File: src/rtl/priority_arbiter_4.sv
// priority_arbiter_4: fixed-priority 4-way arbiter with hold limit, one-cycle turnaround
// and a one-shot skip of a requester whose grant was forcibly released.
module priority_arbiter_4 #(
    parameter int MAX_HOLD = 8
) (
    input  logic       clk,
    input  logic       rst,
    input  logic [3:0] req,
    input  logic       done,
    output logic [3:0] gnt,
    output logic [1:0] gnt_id,
    output logic       gnt_valid,
    output logic       timeout
);
    localparam logic [1:0] IDLE    = 2'd0;
    localparam logic [1:0] GRANT   = 2'd1;
    localparam logic [1:0] RELEASE = 2'd2;
    localparam logic [7:0] MAX     = 8'(MAX_HOLD);

    logic [1:0] state;
    logic [3:0] mask;
    logic [7:0] cnt;
    logic [3:0] elig;
    logic [1:0] win;

    always_comb begin
        elig = req & ~mask;
        win  = elig[3] ? 2'd3 : elig[2] ? 2'd2 : elig[1] ? 2'd1 : 2'd0;
    end

    always_ff @(posedge clk or posedge rst) begin
        if (rst) begin
            state     <= IDLE;
            gnt       <= 4'b0;
            gnt_id    <= 2'd0;
            gnt_valid <= 1'b0;
            timeout   <= 1'b0;
            mask      <= 4'b0;
            cnt       <= 8'd0;
        end else begin
            case (state)
                GRANT: begin
                    if (done || !req[gnt_id] || cnt == MAX) begin
                        state     <= RELEASE;
                        gnt       <= 4'b0;
                        gnt_id    <= 2'd0;
                        gnt_valid <= 1'b0;
                        cnt       <= 8'd0;
                    end else begin
                        cnt <= cnt + 8'd1;
                    end
                    // done and a dropped request both take precedence over the hold limit
                    if (!done && req[gnt_id] && cnt == MAX) begin
                        timeout <= 1'b1;
                        mask    <= gnt;
                    end
                end
                default: begin
                    timeout <= 1'b0;
                    mask    <= 4'b0;
                    if (|elig) begin
                        state     <= GRANT;
                        gnt       <= 4'b1 << win;
                        gnt_id    <= win;
                        gnt_valid <= 1'b1;
                        cnt       <= 8'd1;
                    end else begin
                        state <= IDLE;
                    end
                end
            endcase
        end
    end
endmodule

File: config.mk
export PLATFORM = sky130hd
export DESIGN_NAME = priority_arbiter_4
export DESIGN_NICKNAME = d
export VERILOG_FILES = /design/src/rtl/priority_arbiter_4.sv
export SDC_FILE = /design/constraint.sdc
export NUM_CORES = 1
export LEC_CHECK = 0
export CAP_MARGIN = 0
export CORE_UTILIZATION = 45
export CTS_BUF_LIST = sky130_fd_sc_hd__clkbuf_4
export DETAILED_ROUTE_END_ITERATION = 6
export PLACE_DENSITY_LB_ADDON = 0.15
export SLEW_MARGIN = 20
export SYNTH_ARGS = -nofsm -noshare
export SYNTH_HDL_FRONTEND = slang
export SYNTH_SLANG_ARGS = --single-unit
File: constraint.sdc
create_clock -name clk -period 2.3 [get_ports clk]
set_input_delay 0.23 -clock clk [delete_from_list [all_inputs] [get_ports clk]]
set_output_delay 0.23 -clock clk [all_outputs]
set_load 0.05 [all_outputs]
# Word-level counts from Yosys, hierarchy flattened
# Index checks and enable logic that the tools add are counted.
# totals
register_bits	22
word_cells	49
# op_classes
add_sub_neg	1
n_lt_le_gt_ge	1
eq_ne	4
shift	1
mux	24
bitwise_logic	2
reduce_logical	9
# ops
operator	n
$mux W8	3
$mux W4	5
$mux W2	7
$add A8 B1 Y8 const B	1
$eq A8 B4 Y1 const B	1
$mux W1	8
$and A4 B4 Y4	1
$ne A2 B2 Y1 const B	2
$not A4 Y4	1
$reduce_or A4 Y1	1
$shl A1 B2 Y4 const A	1
$lt A2 B3 Y1 const B	1
$bmux W1 S2	1
$eq A2 B1 Y1 const B	1
$logic_and A1 B1 Y1	2
$logic_not A1 Y1	2
$logic_or A1 B1 Y1	2
$reduce_and A2 Y1	1
$reduce_bool A2 Y1	1

# Depth between registers and ports, before layout
# logic_depth
depth_word	8
ltp_mapped	8
ltp_nobuf	7

# Least setup slack after synthesis
# Ideal clock, no wire load.
# synth_path
path_kind	reg2reg
from	register gnt_id[1]
to	register cnt[5]
setup_ns	0.118
arrival_ns	1.808
required_ns	2.182
slack_ns	0.374
stages_incl_launch_ff	7
n_path_buf	1
period_less_slack_ns	1.926
path_cell_list	dfrtp_1 > mux2_2 > a22oi_1 > or3_4 > buf_6 > nor3b_1 > a21o_1
# synth_via
elab_chain_len	7
# synth_rtl
item	line_no	text
start, declared	11	output logic [1:0] gnt_id,
start signal, assigned	64	gnt_id <= win;
$bmux W1 S2	43	if (done || !req[gnt_id] || cnt == MAX) begin
$mux W1 (not written as such)	43	
$logic_not A1 Y1	43	
$logic_or A1 B1 Y1 (2 in series)	43	
$mux W8	43	
$mux W8	41	case (state)
end signal, assigned	50	cnt <= cnt + 8'd1;
end, declared	22	logic [7:0] cnt;
# Every way passes these cells. The select of a mux whose other input is x is not followed.
# A chain may end at the register's enable or synchronous reset.

# Worst setup path in the final report
# layout_path
from	register cnt[1]
to	register mask[3]
# layout_via
elab_chain_len	3
# layout_rtl
item	line_no	text
$eq A8 B4 Y1	53	if (!done && req[gnt_id] && cnt == MAX) begin
$logic_and A1 B1 Y1	53	
$ne A2 B2 Y1 (no source line)	-	
end signal, assigned	55	mask <= gnt;
end, declared	21	logic [3:0] mask;
# Every way passes these cells.

==> flow_metrics.py <==
metrics = {
    "run_status": {
        "status": "finished, final reports clean",
    },
    "floorplan": {
        "dieArea_um2": 2683,
        "core_area_um2": 2276,
        "row_count": 17,
        "fp.dieH_um": 51.80,
        "initial_utilization_pct": 49.04,
        "io_pins": 15,
        "die_w_um": 51.80,
    },
    "synth": {
        "netlist_area_um2": 1116,
        "postSynthRegisterBits": 22,
        "synth.yosys.seq_area_share_pct": 49.33,
        "postSynthCellCount": 107,
        "synth.avg_cell_area_um2": 10.43,
        "ys_warn_count": 0,
        "synth_edf_count": 0,
        "postSynth.asyncResetShare_pct": 100.0,
        "synthDistinctLibCells": 31,
        "syn_nets": 116,
        "ys.flop_type": "dfrtp_1",
    },
    "routing": {
        "detail-route-antenna-nets": 0,
        "wl_per_cell_um": 13.73,
        "vias_per_cell": 5.454,
        "vias": 829,
        "totalWireLength_mm": 2.087,
        "dr.pass1.iters": 4,
        "drtIter0Drc": 15,
        "drc_errors": 0,
    },
    "finish": {
        "mostFrequentLayoutCell": "dfrtp_1",
        "area_growth_pct": 17.38,
        "drive_gt1_share_pct": 11.29,
        "nets": 134,
        "diodes": 0,
        "fill_cells": 202,
        "mostFrequentLayoutCells": "dfrtp_1, clkdlybuf4s50_1, nor2_1, o21ai_0, nand2_1",
        "fin_cells": 152,
    },
    "clock_network": {
        "htree_num_levels": 1,
        "postCtsSetupRepairBufs": 0,
        "clk_pin_slew_ps": 120,
        "cts_buffer_depth": 2,
        "ctsRootBufferMaster": "clkbuf_4",
        "cts_tree": "done",
        "postCtsResizedCells": 0,
        "clock_latency_ps": 310,
        "cts_sinks": 22,
        "numCtsBuffers": 3,
        "cts_hold_buf": 0,
    },
    "setup_path": {
        "cp-start-kind": "register",
        "cp_max_fo": 5,
        "cp_slowest_cell": "or4b_4",
        "cpPeakStageDelay_ps": 460,
        "path_class": "register to register",
        "required_ps": 2510,
        "end_kind": "register",
        "worstPathCellList": "inv_1 -> ha_1 -> or4b_4 -> nor4b_4 -> nor2b_2 -> mux2i_1 -> nor2_1",
        "cp_data_arrival_time_ps": 2370,
    },
    "global_route": {
        "antenna_found_initial": 0,
        "grt_pass1_vias": 851,
        "grt_pass1_wl_mm": 3.608,
        "track_usage_pct": 18.59,
        "overflow": 0,
        "grt_max_degree": 23,
    },
    "pwr": {
        "ir_drop_v": 0.0007342,
        "p_per_area_nw_per_um2": 955.7,
        "leakage_nw": 0.5932,
        "p_total_w": 0.001252,
    },
    "place": {
        "dp.cells": 148,
        "dpl.hpwl_mm": 1.498,
        "gp_congestion": 0.7727,
        "dp_slack_ps": 156.5,
        "port_buffers": 14,
    },
    "sta": {
        "setup-tns-final_ps": 0,
        "clock_skew_ps": 2.301,
        "finalSetupViolCount": 0,
        "tightest_slew_ps": 496.4,
        "layout_setup_ws_ps": 142.7,
        "drv_slew": 0,
        "hold_viol_final": 0,
        "period_share_pct": 93.80,
        "fin_crit_ps": 2157,
        "fmax_mhz": 463.5,
        "slew_headroom_pct": 66.81,
        "rsz0062_at_grt": "false",
        "hold_slack_ps": 238.7,
    },
    "worst_hold_path": {
        "hp-class": "input pin to asynchronous set/reset pin",
    },
    "job": {
        "cap_violations": 0,
    },
}
## cell type report
| type | instances | area [um2] | share of cell area, % |
|---|---|---|---|
| repair buffers | 17 | 162.7 | 12.42 |
| inverters | 5 | 18.77 | 1.433 |
| clock buffers | 3 | 22.52 | 1.719 |
| clock inverters | 1 | 3.754 | 0.2865 |
| flip-flops and latches | 22 | 550.5 | 42.02 |
| well taps | 28 | 35.03 | 2.674 |
| multi-input cells | 76 | 516.7 | 39.45 |
## flip-flops by register name (all words and copies together), names as in the netlist
signal	count
cnt	8
gnt	4
mask	4
gnt_id	2
state	2
gnt_valid	1
timeout	1
## synthesized netlist by cell type, drive strengths merged, types with 2 or more instances
master  number  area [um2]
dfrtp       22       550.5
nor2        12       45.04
o21ai        9       45.04
nand2        8       32.54
inv          5       18.77
nor2b        5       33.78
and3         4       26.28
mux2i        4       40.04
nand2b       4       25.02
a21o         3       22.52
a21oi        3       15.01
a32o         3       30.03
nor3b        3       22.52
a22o         2       17.52
buf          2       22.52
clkbuf       2       7.510
ha           2       25.02
mux2         2       22.52
nand3        2       10.01
xnor2        2       17.52
## per-stage QoR
stage / util [%] / area, um2
after floorplan: - / 1116
after global placement: 56.40 / 1284
after detailed placement: 56.40 / 1284
after CTS: 57.56 / 1310
after global routing: 57.56 / 1310
final: 57.56 / 1310
## report_power, final
part	total, W	internal (W)	switching, W
logic	0.000563	0.000216	0.000347
clock network	0.000179	0.0000634	0.000116
registers	0.000510	0.000458	0.0000522
total	0.00125	0.000737	0.000515
## metal layers
metal / global-route usage (%) / vias to the layer above / part of all wire, %
met4: 8.559 / 0 / 2.0
li1: - / 408 / -
met3: 2.924 / 5 / 2.5
met2: 28.57 / 14 / 44
met5: 0 / - / 0
met1: 25.66 / 402 / 51
## cell families (layout without fill, tap and decap cells)
kind of cell	Yosys count	count (layout)	synth area share [%]
adders and majority gates	2	2	2.242
muxes	6	6	5.605
and+or+nand+nor	42	42	22.42
AOI/OAI and AO/OA	23	23	13.68
DFF	22	22	49.33
buffers and inverters	9	26	4.372
xor gates and xnor gates	3	3	2.355
## path summary, 6_finish.rpt
kind	start	end	slack, ps	cells after the start
min in group clk	timeout	timeout	520	2
hold / removal	rst	state[1]	240	3
hold reg to reg	timeout	timeout	520	2
setup reg to reg	cnt[1]	mask[3]	140	7
setup / recovery	cnt[1]	mask[3]	140	7
max in group asynchronous	rst	gnt[0]	1850	3
## critical path, delay by kind of cell, from the launching register on
family / cells / cell delay [ps]
mux: 1 / 250
fa+ha+maj: 1 / 140
buf+inv: 1 / 80
simple gates: 4 / 1170
flops: 1 / 420
(Power assumes the default switching activity.)
